**config.mk**
```make
export PLATFORM = sky130hd
export DESIGN_NAME = alu_issue
export DESIGN_NICKNAME = d
export VERILOG_FILES = /design/src/rtl/alu_issue.sv
export SDC_FILE = /design/constraint.sdc
export NUM_CORES = 1
export LEC_CHECK = 0
export ABC_CLOCK_PERIOD_IN_PS = 2900
export CAP_MARGIN = 5
export CORE_UTILIZATION = 56
export DETAILED_ROUTE_END_ITERATION = 12
export PLACE_DENSITY_LB_ADDON = 0.08
export SLEW_MARGIN = 20
export SYNTH_ARGS = -nofsm -noshare
export SYNTH_HDL_FRONTEND = slang
export SYNTH_SLANG_ARGS = --single-unit
```
**constraint.sdc**
```tcl
create_clock -name clk -period 2.9 [get_ports clk]
set_input_delay 0.58 -clock clk [delete_from_list [all_inputs] [get_ports clk]]
set_output_delay 0.58 -clock clk [all_outputs]
set_load 0.05 [all_outputs]
```
**src/rtl/alu_issue.sv**
```systemverilog
// rtl/alu_issue.sv - command sequencer feeding a 16-bit combinational ALU and retiring its results
// Optional feature macro: ALU_ISSUE_CARRY_CHAIN_EN (carry-flag register for multi-word add/sub)
module alu_issue #(
    parameter int N  = 16,
    parameter int RA = 2
) (
    input  logic          clk,
    input  logic          rst,
    input  logic          cmd_valid,
    output logic          cmd_ready,
    input  logic          cmd_load,
    input  logic [3:0]    cmd_mode,
    input  logic          cmd_cin,
    input  logic [RA-1:0] cmd_sa,
    input  logic [RA-1:0] cmd_sb,
    input  logic [RA-1:0] cmd_dst,
    input  logic [N-1:0]  cmd_imm,
    output logic [N-1:0]  alu_a,
    output logic [N-1:0]  alu_b,
    output logic [3:0]    alu_mode,
    output logic          alu_cin,
    input  logic [N-1:0]  alu_y,
    input  logic          alu_cout,
    input  logic          alu_overflow,
    output logic          res_valid,
    output logic [N-1:0]  res_y,
    output logic          res_cout,
    output logic          res_overflow
);

    localparam int NREG = 2 ** RA;
    localparam logic [3:0] MODE_PASS_B = 4'd14;

    typedef enum logic {IDLE, EXEC} state_t;

    state_t        state;
    state_t        state_nxt;
    logic          accept;
    logic          retire;
    logic          cin_sel;
    logic [RA-1:0] dst;
    logic [N-1:0]  regs [NREG];

    // State register
    always_ff @(posedge clk) begin
        if (rst) state <= IDLE;
        else     state <= state_nxt;
    end

    // Next state: one EXEC cycle per accepted command
    always_comb begin
        state_nxt = state;
        case (state)
            IDLE:    if (accept) state_nxt = EXEC;
            EXEC:    state_nxt = IDLE;
            default: state_nxt = IDLE;
        endcase
    end

    // Handshake and retire strobes; reset masks both so an op in flight is dropped
    always_comb begin
        cmd_ready = (state == IDLE) && !rst;
        accept    = cmd_valid && cmd_ready;
        retire    = (state == EXEC) && !rst;
    end

`ifdef ALU_ISSUE_CARRY_CHAIN_EN
    logic carry_flag;
    logic exec_load;

    assign cin_sel = cmd_cin ? carry_flag : 1'b0;

    // Carry flag tracks the carry-out of the last retired ALU op; loads leave it alone
    always_ff @(posedge clk) begin
        if (rst) begin
            carry_flag <= 1'b0;
            exec_load  <= 1'b0;
        end else begin
            if (accept) exec_load <= cmd_load;
            if (retire && !exec_load) carry_flag <= alu_cout;
        end
    end
`else
    assign cin_sel = cmd_cin;
`endif

    // Operand/mode registers driving the ALU, captured on accept and held otherwise
    always_ff @(posedge clk) begin
        if (rst) begin
            alu_a    <= '0;
            alu_b    <= '0;
            alu_mode <= 4'd0;
            alu_cin  <= 1'b0;
            dst      <= '0;
        end else if (accept) begin
            dst <= cmd_dst;
            if (cmd_load) begin
                alu_a    <= '0;
                alu_b    <= cmd_imm;
                alu_mode <= MODE_PASS_B;
                alu_cin  <= 1'b0;
            end else begin
                alu_a    <= regs[cmd_sa];
                alu_b    <= regs[cmd_sb];
                alu_mode <= cmd_mode;
                alu_cin  <= cin_sel;
            end
        end
    end

    // Register file write-back at retire
    always_ff @(posedge clk) begin
        if (rst) begin
            for (int i = 0; i < NREG; i++) regs[i] <= '0;
        end else if (retire) begin
            regs[dst] <= alu_y;
        end
    end

    // Result port: single-cycle valid pulse, data and flags held until the next retire
    always_ff @(posedge clk) begin
        if (rst) begin
            res_valid    <= 1'b0;
            res_y        <= '0;
            res_cout     <= 1'b0;
            res_overflow <= 1'b0;
        end else begin
            res_valid <= retire;
            if (retire) begin
                res_y        <= alu_y;
                res_cout     <= alu_cout;
                res_overflow <= alu_overflow;
            end
        end
    end

endmodule

```
==> impl_metrics.yaml <==
timing:
  rsz0062_at_grt: "false"
  max_slew_margin_pct: 32.5
  worst_pin_slew_ps: 1010
  hold_slack_ps: 452
  setup_violations: 0
  max_freq_ghz: 0.424
  setup_tns_ps: 0
  fin_ws_ps: 541
  period_share_pct: 81.3
  skew_ps: 5.60
  drv_slew: 0
  final-hold-violation-count: 0
  finalCriticalPeriod_ps: 2360
setup_path:
  arrival_ps: 1780
  rrSetupSlack_ps: 600
  end_kind: "output port"
  reg2reg_to: "regs[0][7]"
  r2r_cells: 4
  cp-start-kind: "flop"
  r2r-start: "state"
  worstPathRequired_ps: 2320
  crit_start: "state"
  crit_type: "reg -> out"
  critical_path.max_fanout: 2
yosys:
  synth_seq_cells: 123
  syn_inst: 405
  synthAdderAreaFrac_pct: 0
  netlist.area_leader.share_pct: 35.3
  synthMuxAreaShare_pct: 17.5
  yosys.area_share.simple_pct: 13.5
  synth_compound_area_share_pct: 8.26
  syn-num-nets: 454
  syn_avg_cell_area_um2: 13.4
  synth_warnings: 0
  synth_cell_types: 31
  synth.area.top_cells: "edfxtp_1, dfxtp_1, and2_1, mux4_2, mux2_4"
  yosysSeqAreaShare_pct: 57.0
  synth_top_family_by_area: "multiplexers"
  synth_area_um2: 5440
  synth-xor-area-share_pct: 0
  synth_top_cell_by_area: "edfxtp_1"
run:
  cap_violations: 0
place:
  routabilityCongestion: 0.754
  post-dp-hpwl_um: 8230
  portBuffers: 105
  post-place-ws_ps: 408
routing:
  drcViolationCount: 0
  wl_per_cell_um: 18.3
  avgViaCountPerCell: 5.67
  vias: 3671
  ant_nets: 0
  drtIter0Drc: 237
  drt-total-wl_um: 11900
  first_pass_iters: 5
finish:
  multi_input_area_um2: 2140
  drive_above_1_share_pct: 19.5
  final_util_pct: 76.4
  nets: 554
  final_common_cell: "clkdlybuf4s50_1"
  diodes: 0
  seq_area_um2: 3100
  fillers: 601
  syn2layout_area_growth_pct: 31.0
  layout_common_cells: "clkdlybuf4s50_1, and2_1, edfxtp_1, dfxtp_1, nor2_1"
die:
  initial_core_util_pct: 58.3
  die_h_um: 101
  die_w_um: 101
  dieArea_um2: 10100
  ios: 106
  rows: 35
  core_um2: 9330
worst_hold_path:
  worstHoldPathType: "reg -> reg"
  min_to: "alu_mode[0]"
  worstHoldStart: "alu_mode[0]"
  worstHoldPathCells: 2
pwr:
  comb_power_share_pct: 13.0
  clkPwrFrac_pct: 44.9
  ir_worst_vdd_mv: 0.369
  leakagePower_nw: 2.67
  power_density_nw_per_um2: 658
  seqPwrFrac_pct: 42.1
  p_sw_mw: 1.21
  swShare_pct: 25.8
  p_int_mw: 3.48
clock_network:
  cts_resized: 0
  cts_tree: "done"
  worst_skew_pair.late_latency_ps: 510
  numClockSinks: 123
  htreeDepth: 4
  cts_hold_buf: 0
  cts_setup_buffers: 0
  cts.path.max_buffers: 2
  cts_inserted_buffers: 17
  clk_pin_slew_worst_paths_ps: 60
  root_buffer: "clkbuf_8"
status:
  status: "complete, no violations"
global_route:
  grt_max_degree: 49
  grt_pass1_vias: 3437
  grt_pass1_wl_um: 18500
  grt.overflow.total: 0
  grt_usage_pct: 24.8
  antenna_found_initial: 0
==> through the flow <==
stage | instance area [um2] | power, mW | cells
3_5_place_dp | 6530 | 2.61 | 615
2_1_floorplan | 5440 | 2.40 | 405
6_report | 7130 | 4.69 | 647
4_1_cts | 7120 | 4.70 | 647
5_1_grt | 7130 | 4.83 | 647
3_3_place_gp | 6530 | 2.60 | 615
==> worst max-delay path by stage <==
stage	to	depth (start not counted)	slack, ps
floorplan	cmd_ready	3	690
global placement	alu_b[14]	4	460
global route	regs[0][12]	4	430
finish	cmd_ready	2	540
detailed placement	alu_b[7]	4	410
CTS	cmd_ready	2	520
==> cells in the mapped netlist <==
| cell | count |
|---|---|
| clkbuf_2 | 1 |
| dfxtp_1 | 59 |
| a211oi_1 | 16 |
| nor2b_1 | 2 |
| mux2_2 | 18 |
| buf_4 | 2 |
| or2_2 | 3 |
| mux2i_1 | 18 |
| and2_1 | 64 |
| nand3b_1 | 2 |
| a22o_1 | 16 |
| a21oi_1 | 4 |
| nor2_2 | 1 |
| nor3_4 | 1 |
| buf_6 | 5 |
| mux4_2 | 16 |
| nor3b_2 | 2 |
| inv_1 | 1 |
| a31o_2 | 1 |
| clkbuf_1 | 10 |
| buf_12 | 1 |
| a222oi_1 | 16 |
| nor3_1 | 6 |
| nand2b_4 | 2 |
| nor2_1 | 40 |
| buf_2 | 11 |
| nand2_1 | 6 |
| nor3_2 | 1 |
| edfxtp_1 | 64 |
| buf_1 | 2 |
| mux2_4 | 14 |
==> registers in the layout (all words and copies together) (netlist names) <==
name	flops
dst	2
state	1
alu_mode	4
alu_cin	1
res_y	16
alu_a	16
alu_b	16
res_valid	1
regs	64
res_overflow	1
res_cout	1
==> power groups by stage <==
| stage | clock (mW) | sequential (mW) | combinational, mW |
|---|---|---|---|
| 2_1_floorplan | 0 | 2.14 | 0.258 |
| 3_3_place_gp | 0 | 2.00 | 0.597 |
| 3_5_place_dp | 0 | 2.01 | 0.602 |
| 4_1_cts | 2.12 | 1.97 | 0.609 |
| 5_1_grt | 2.21 | 1.98 | 0.644 |
| 6_report | 2.11 | 1.98 | 0.608 |
==> critical path, stage by stage (launching register included) <==
cell and delay [ps]:
dfxtp_1 340, nor2_1 110, clkdlybuf4s50_1 820
==> layout make-up <==
class                           count  share of cell area [%]
Clock buffer                       18                    6.16
Clock inverter                     14                    2.23
Inverter                            1                  0.0527
Multi-Input combinational cell    249                    30.1
Sequential cell                   123                    43.5
Tap cell                          129                    2.26
Timing Repair Buffer              113                    15.7
==> metal layers <==
metal	part of all wire [%]	vias up	global-route usage [%]
li1	-	1728	-
met1	47	1764	35.5
met2	44	173	37.1
met3	8.3	6	6.03
met4	0.55	0	8.14
met5	0	-	0
==> cell families after synthesis <==
logic type	after synthesis
multiplexers	66
AND/OR/NAND/NOR	130
flip-flops	123
AO/OA/AOI/OAI	53
buffers and inverters	33
Note: power is estimated with default switching activity, not from simulation.
==> patch 1: new RTL, config.mk and constraints unchanged <==
Change the parameter `N` from 16 to 15.
--- a/src/rtl/alu_issue.sv
+++ b/src/rtl/alu_issue.sv
@@ -1,7 +1,7 @@
 // rtl/alu_issue.sv - command sequencer feeding a 16-bit combinational ALU and retiring its results
 // Optional feature macro: ALU_ISSUE_CARRY_CHAIN_EN (carry-flag register for multi-word add/sub)
 module alu_issue #(
-    parameter int N  = 16,
+    parameter int N  = 15,
     parameter int RA = 2
 ) (
     input  logic          clk,
Interface: changed (5 resized); port bits go from 106 to 101. No check against the original RTL was run, so the function may have changed too.
==> patch 1 against the original RTL <==
- cell count fell by 7.0%
- largest cell class unchanged
- sequential power fell by 6%
- via count fell by 6.7%
- utilization rose by 0.25 points
- worst setup slack got worse by 0.033 ns
- routed wire length fell by 5.5%
- cell area fell by 5.7%
- count of clock-buffer cells in the layout did not move
- area after synthesis fell by 6.5%
- critical endpoint unchanged
- power fell by 3.7%
- sequential cell count fell by 7
- register-to-register slack improved by 0.41 ns
==> patch 1: results (changes against the original RTL) <==
* Outcome: complete, no violations (unchanged)
* Post-cts repair resize count at 0 (unchanged)
* Number of antenna violations at the first check in global routing at 0 (unchanged)
* Minimum setup slack after placement at 0.504 ns (was 0.408 ns)
* Routability congestion estimate at 0.765 (was 0.754)
* Fraction of the yosys area taken by sequential cells at 57.4% (was 57.0%)
* Largest incremental delay on the critical path at 0.84 ns (was 0.82 ns)
* Via count of the first global-routing pass at 3,532 (was 3,437)
* Leakage Power at 2.52 nW (was 2.67 nW)
* Iter 0 DRT Violations at 140 (was 237)
* Crit path max fanout at 2 (unchanged)
* Clock buffers created by TritonCTS at 17 (unchanged)
* First-pass GRT wire length at 18.4 mm (was 18.5 mm)
* Maximum number of pins on one net before global-route repair at 47 (was 49)
* Class of the tightest hold or removal check: reg -> reg (unchanged)
* Clock Latency Late Sink at 0.51 ns (about the same)
* Clk slew on worst S/H paths at 0.05 ns
* EDFF count, synth at 60 (was 64)
* Flip-flop count of the largest register after layout at 60 (was 64)
* Number of antenna cells inserted at 0 (unchanged)
* DR vias/cell at 5.69 (was 5.67)
* H-tree lvl count at 4 (unchanged)
* Port Buffers at 100 (was 105)
* Count of nets after finishing at 528 (was 554)
* Routed wire per std cell at 18.6 um (was 18.3 um)
* Number of buffers inserted by post-CTS setup repair at 0 (unchanged)
* CTS root buf: sky130_fd_sc_hd__clkbuf_8 (unchanged)
* Final HPWL from detailed placement at 7.82 mm (was 8.23 mm)
* CTS max path bufs at 2 (unchanged)
* Ranking of synthesized cells by instance count: sky130_fd_sc_hd__and2_1 (60), sky130_fd_sc_hd__edfxtp_1 (60), sky130_fd_sc_hd__dfxtp_1 (56) (was sky130_fd_sc_hd__and2_1 (64), sky130_fd_sc_hd__edfxtp_1 (64), sky130_fd_sc_hd__dfxtp_1 (59))
* Worst-case clock skew at 0.00796 ns (was 0.00560 ns)
* Total routing usage reported by global routing at 25.0% (was 24.8%)
* Worst-case vdd ir drop at 0.000406 V (was 0.000369 V)
* Fraction of registers with async set/reset at 0% (unchanged)
* Cell types occupying the most area after synthesis: sky130_fd_sc_hd__edfxtp_1 (35%), sky130_fd_sc_hd__dfxtp_1 (22%), sky130_fd_sc_hd__and2_1 (7.4%) (unchanged)
* Ratio of cells with drive above 1 in the final layout at 19.0% (was 19.5%)
* Data arrival time of the critical path at 1.81 ns (was 1.78 ns)
* Iteration count of the initial detailed-routing pass at 5 (unchanged)
* Mapped Nets at 428 (was 454)
* Slew HR at 55.9% (was 32.5%)
* Yosys warning total at 0 (unchanged)
* Register with the most flip-flops: regs (unchanged)
* Synth unique cells at 33 (was 31)
* Master of the slowest instance on the critical path: sky130_fd_sc_hd__clkdlybuf4s50_1 (unchanged)
[patch 1: area by class of cell]
cell class	instances	area (um2)
clock buffers	18	428
clock inverters	14	175
fillers	557	2050
inverters	1	3.75
multi-input cells	236	1990
flip-flops and latches	116	2920
well taps	108	135
repair buffers	109	1060
[patch 1: final timing paths]
check / depth (start not counted) / end / slack [ns] / startpoint
min: 2 / alu_cin / 0.45 / alu_cin
max: 2 / cmd_ready / 0.51 / state
max reg2reg: 5 / regs[1][4] / 1.01 / state
min reg2reg: 2 / alu_cin / 0.45 / alu_cin
[patch 1: where the power goes]
part / switching (W) / internal, W / total, W
combinational: 0.000323 / 0.000242 / 0.000564
clock: 0.000751 / 0.00134 / 0.00209
sequential: 0.0000531 / 0.00181 / 0.00186
total: 0.00113 / 0.00339 / 0.00452
[patch 1: critical path: cells and delay by family, from the launching register on]
| kind | cells | cell delay [ns] |
|---|---|---|
| buffers and inverters | 1 | 0.84 |
| DFF | 1 | 0.32 |
| and+or+nand+nor | 1 | 0.14 |
[patch 1: layer usage]
metal  vias to the layer above  part of all wire, %  GRT usage, %
met2                       177                   43          35.8
met5                         -                    0             0
met3                        22                  7.1          6.55
met4                         0                  2.1          10.5
li1                       1636                    -             -
met1                      1591                   47          36.1
[patch 1: cell families after synthesis]
| group | after synthesis | share of synthesized area [%] |
|---|---|---|
| and+or+nand+nor | 124 | 13.7 |
| buffers and inverters | 29 | 3.52 |
| DFF | 116 | 57.4 |
| AOI/OAI and AO/OA | 50 | 8.31 |
| muxes | 62 | 17.0 |
[patch 1: metrics by stage]
| step | utilization, % | cell area (um2) | instances | hold slack, ns | total power [W] |
|---|---|---|---|---|---|
| 6_report | 76.7 | 6720 | 602 | 0.449 | 0.00452 |
| 5_1_grt | 76.7 | 6720 | 602 | 0.468 | 0.00467 |
| 4_1_cts | 76.7 | 6720 | 602 | 0.450 | 0.00454 |
| 2_1_floorplan | - | 5090 | 381 | 0.490 | 0.00225 |
| 3_3_place_gp | 69.8 | 6110 | 570 | 0.437 | 0.00244 |
| 3_5_place_dp | 69.8 | 6110 | 570 | 0.444 | 0.00245 |
==> patch 2: new RTL, same flow settings <==
Made on the original files. Put one more register stage on the output `res_overflow`, cleared by the reset. The value now appears one clock later. The other outputs are not delayed to match.
--- a/src/rtl/alu_issue.sv
+++ b/src/rtl/alu_issue.sv
@@ -32,6 +32,8 @@
     localparam logic [3:0] MODE_PASS_B = 4'd14;
 
     typedef enum logic {IDLE, EXEC} state_t;
+
+    logic res_overflow_s0;
 
     state_t        state;
     state_t        state_nxt;
@@ -123,14 +125,22 @@
             res_valid    <= 1'b0;
             res_y        <= '0;
             res_cout     <= 1'b0;
-            res_overflow <= 1'b0;
+            res_overflow_s0 <= 1'b0;
         end else begin
             res_valid <= retire;
             if (retire) begin
                 res_y        <= alu_y;
                 res_cout     <= alu_cout;
-                res_overflow <= alu_overflow;
+                res_overflow_s0 <= alu_overflow;
             end
+        end
+    end
+
+    always_ff @(posedge clk) begin
+        if (rst) begin
+            res_overflow <= '0;
+        end else begin
+            res_overflow <= res_overflow_s0;
         end
     end
 
Formal check against the unedited RTL: not equivalent (a bounded check fails within 4 cycles, from zero or initial values and one cycle with rst high).
==> patch 2 against the original RTL <==
- fmax rose by 4.4%
- area after synthesis rose by 0.94%
- sequential cell count rose by 1
- critical endpoint is now alu_a[5]
- cell count rose by 0.62%
- worst setup slack improved by 0.10 ns
- global-route usage fell by 1.1 points
- via count fell by 1.1%
- clock power fell by 12%
- cell area fell by 0.23%
- synthesized cell count rose by 0.74%
- routed wire length fell by 4.3%
- power fell by 5.3%
==> patch 2: results (changes against the original RTL) <==
* Number of buffers inserted by post-CTS setup repair at 0 (unchanged)
* Iteration count of the initial detailed-routing pass at 7 (was 5)
* Synth unique cells at 31 (unchanged)
* EDFF count, synth at 64 (unchanged)
* Dominant register cell in the synthesized netlist: sky130_fd_sc_hd__edfxtp_1 (unchanged)
* Leakage Power at 2.66 nW (was 2.67 nW)
* Mapped Nets at 457 (was 454)
* Total number of vias at 3,631 (was 3,671)
* Post-route DRC at 0 (unchanged)
* CTS max path bufs at 2 (unchanged)
* Count of nets after finishing at 558 (was 554)
* Class of the tightest hold or removal check: reg -> reg (unchanged)
* H-tree lvl count at 4 (unchanged)
* Number of antenna cells inserted at 0 (unchanged)
* Iter 0 DRT Violations at 224 (was 237)
* Maximum number of pins on one net before global-route repair at 40 (was 49)
* Routability congestion estimate at 0.721 (was 0.754)
* Largest incremental delay on the critical path at 0.82 ns (about the same)
* CTS root buf: sky130_fd_sc_hd__clkbuf_8 (unchanged)
* Clock Latency Late Sink at 0.51 ns (about the same)
* Ranking of synthesized cells by instance count: sky130_fd_sc_hd__and2_1 (64), sky130_fd_sc_hd__edfxtp_1 (64), sky130_fd_sc_hd__dfxtp_1 (60) (was sky130_fd_sc_hd__and2_1 (64), sky130_fd_sc_hd__edfxtp_1 (64), sky130_fd_sc_hd__dfxtp_1 (59))
* Port Buffers at 105 (unchanged)
* Cell types occupying the most area after synthesis: sky130_fd_sc_hd__edfxtp_1 (35%), sky130_fd_sc_hd__dfxtp_1 (22%), sky130_fd_sc_hd__and2_1 (7.3%) (was sky130_fd_sc_hd__edfxtp_1 (35%), sky130_fd_sc_hd__dfxtp_1 (22%), sky130_fd_sc_hd__and2_1 (7.4%))
* Switching power share of the total at 26.3% (was 25.8%)
* First-pass GRT wire length at 17.9 mm (was 18.5 mm)
* Final-layout fill cell count at 627 (was 601)
* Routed wire per std cell at 17.4 um (was 18.3 um)
* Clock buffers created by TritonCTS at 17 (unchanged)
* Number of antenna violations at the first check in global routing at 0 (unchanged)
* Worst-case clock skew at 0.00902 ns (was 0.00560 ns)
* Outcome: complete, no violations (unchanged)
* Yosys warning total at 0 (unchanged)
* Flip-flop count of the largest register after layout at 64 (unchanged)
* Fraction of the yosys area taken by sequential cells at 56.9% (was 57.0%)
* Data arrival time of the critical path at 1.68 ns (was 1.78 ns)
* Master of the slowest instance on the critical path: sky130_fd_sc_hd__clkdlybuf4s50_1 (unchanged)
* Via count of the first global-routing pass at 3,445 (was 3,437)
* Kind of cell with the highest combined delay on the critical path: buffers and inverters (unchanged)
* Slew HR at 32.4% (was 32.5%)
* Register with the most flip-flops: regs (unchanged)
* Final HPWL from detailed placement at 8.23 mm (about the same)
* Ratio of cells with drive above 1 in the final layout at 19.9% (was 19.5%)
* Crit path max fanout at 2 (unchanged)
* Fraction of registers with async set/reset at 0% (unchanged)
* Worst-case vdd ir drop at 0.000539 V (was 0.000369 V)
* Cell area after placement at 6580 um2 (was 6530 um2)
* Post-cts repair resize count at 0 (unchanged)
* Total routing usage reported by global routing at 23.6% (was 24.8%)
[patch 2: cell count changes in the layout (fill, tap and decap cells not counted), moves of 2 or more]
| cell | change |
|---|---|
| sky130_fd_sc_hd__nor3b_2 | -2 |
| sky130_fd_sc_hd__nor3b_4 | +2 |
| sky130_fd_sc_hd__bufinv_16 | -2 |
| sky130_fd_sc_hd__inv_8 | -2 |
| sky130_fd_sc_hd__inv_6 | -3 |
| sky130_fd_sc_hd__inv_4 | +4 |
| sky130_fd_sc_hd__buf_4 | +3 |
[patch 2: layout make-up]
type                    instances  area, um2  area share [%]
clock inverters                13       92.6            1.30
multi-input cells             250       2170            30.5
flip-flops and latches        124       3120            43.9
well taps                     129        161            2.27
clock buffers                  19        432            6.07
inverters                       1       3.75          0.0528
repair buffers                115       1130            15.9
[patch 2: cells by family after synthesis]
kind of cell	synth area share, %
multiplexers	17.4
AO/OA/AOI/OAI	8.18
AND/OR/NAND/NOR	13.9
buffers and inverters	3.71
flip-flops	56.9
[patch 2: per-layer routing]
layer / wire (um) / up-vias / track usage [%]
met5: 0 / - / 0
met4: 98 / 0 / 7.69
met3: 851 / 12 / 6.03
met2: 4920 / 160 / 35.4
met1: 5480 / 1729 / 33.7
li1: - / 1730 / -
[patch 2: power by group through the flow]
| stage | logic [W] | clock network [W] | registers, W |
|---|---|---|---|
| after floorplan | 0.000261 | 0 | 0.00215 |
| after global placement | 0.000596 | 0 | 0.00202 |
| after detailed placement | 0.000604 | 0 | 0.00203 |
| after CTS | 0.000607 | 0.00187 | 0.00199 |
| after global routing | 0.000642 | 0.00195 | 0.00200 |
| final | 0.000605 | 0.00185 | 0.00199 |
[patch 2: through the flow]
step / instances / setup WS [ns] / total power (W)
global placement: 619 / 0.468 / 0.00262
detailed placement: 619 / 0.311 / 0.00263
CTS: 651 / 0.618 / 0.00447
finish: 651 / 0.641 / 0.00444
floorplan: 408 / 0.529 / 0.00241
global route: 651 / 0.580 / 0.00459
[patch 2: path summary, 6_finish.rpt]
| path | startpoint | endpoint | slack [ns] | depth (start not counted) |
|---|---|---|---|---|
| max reg2reg | state | regs[1][13] | 1.17 | 4 |
| max | alu_a[5] | alu_a[5] | 0.64 | 1 |
| min reg2reg | alu_cin | alu_cin | 0.45 | 2 |
| min | alu_cin | alu_cin | 0.45 | 2 |
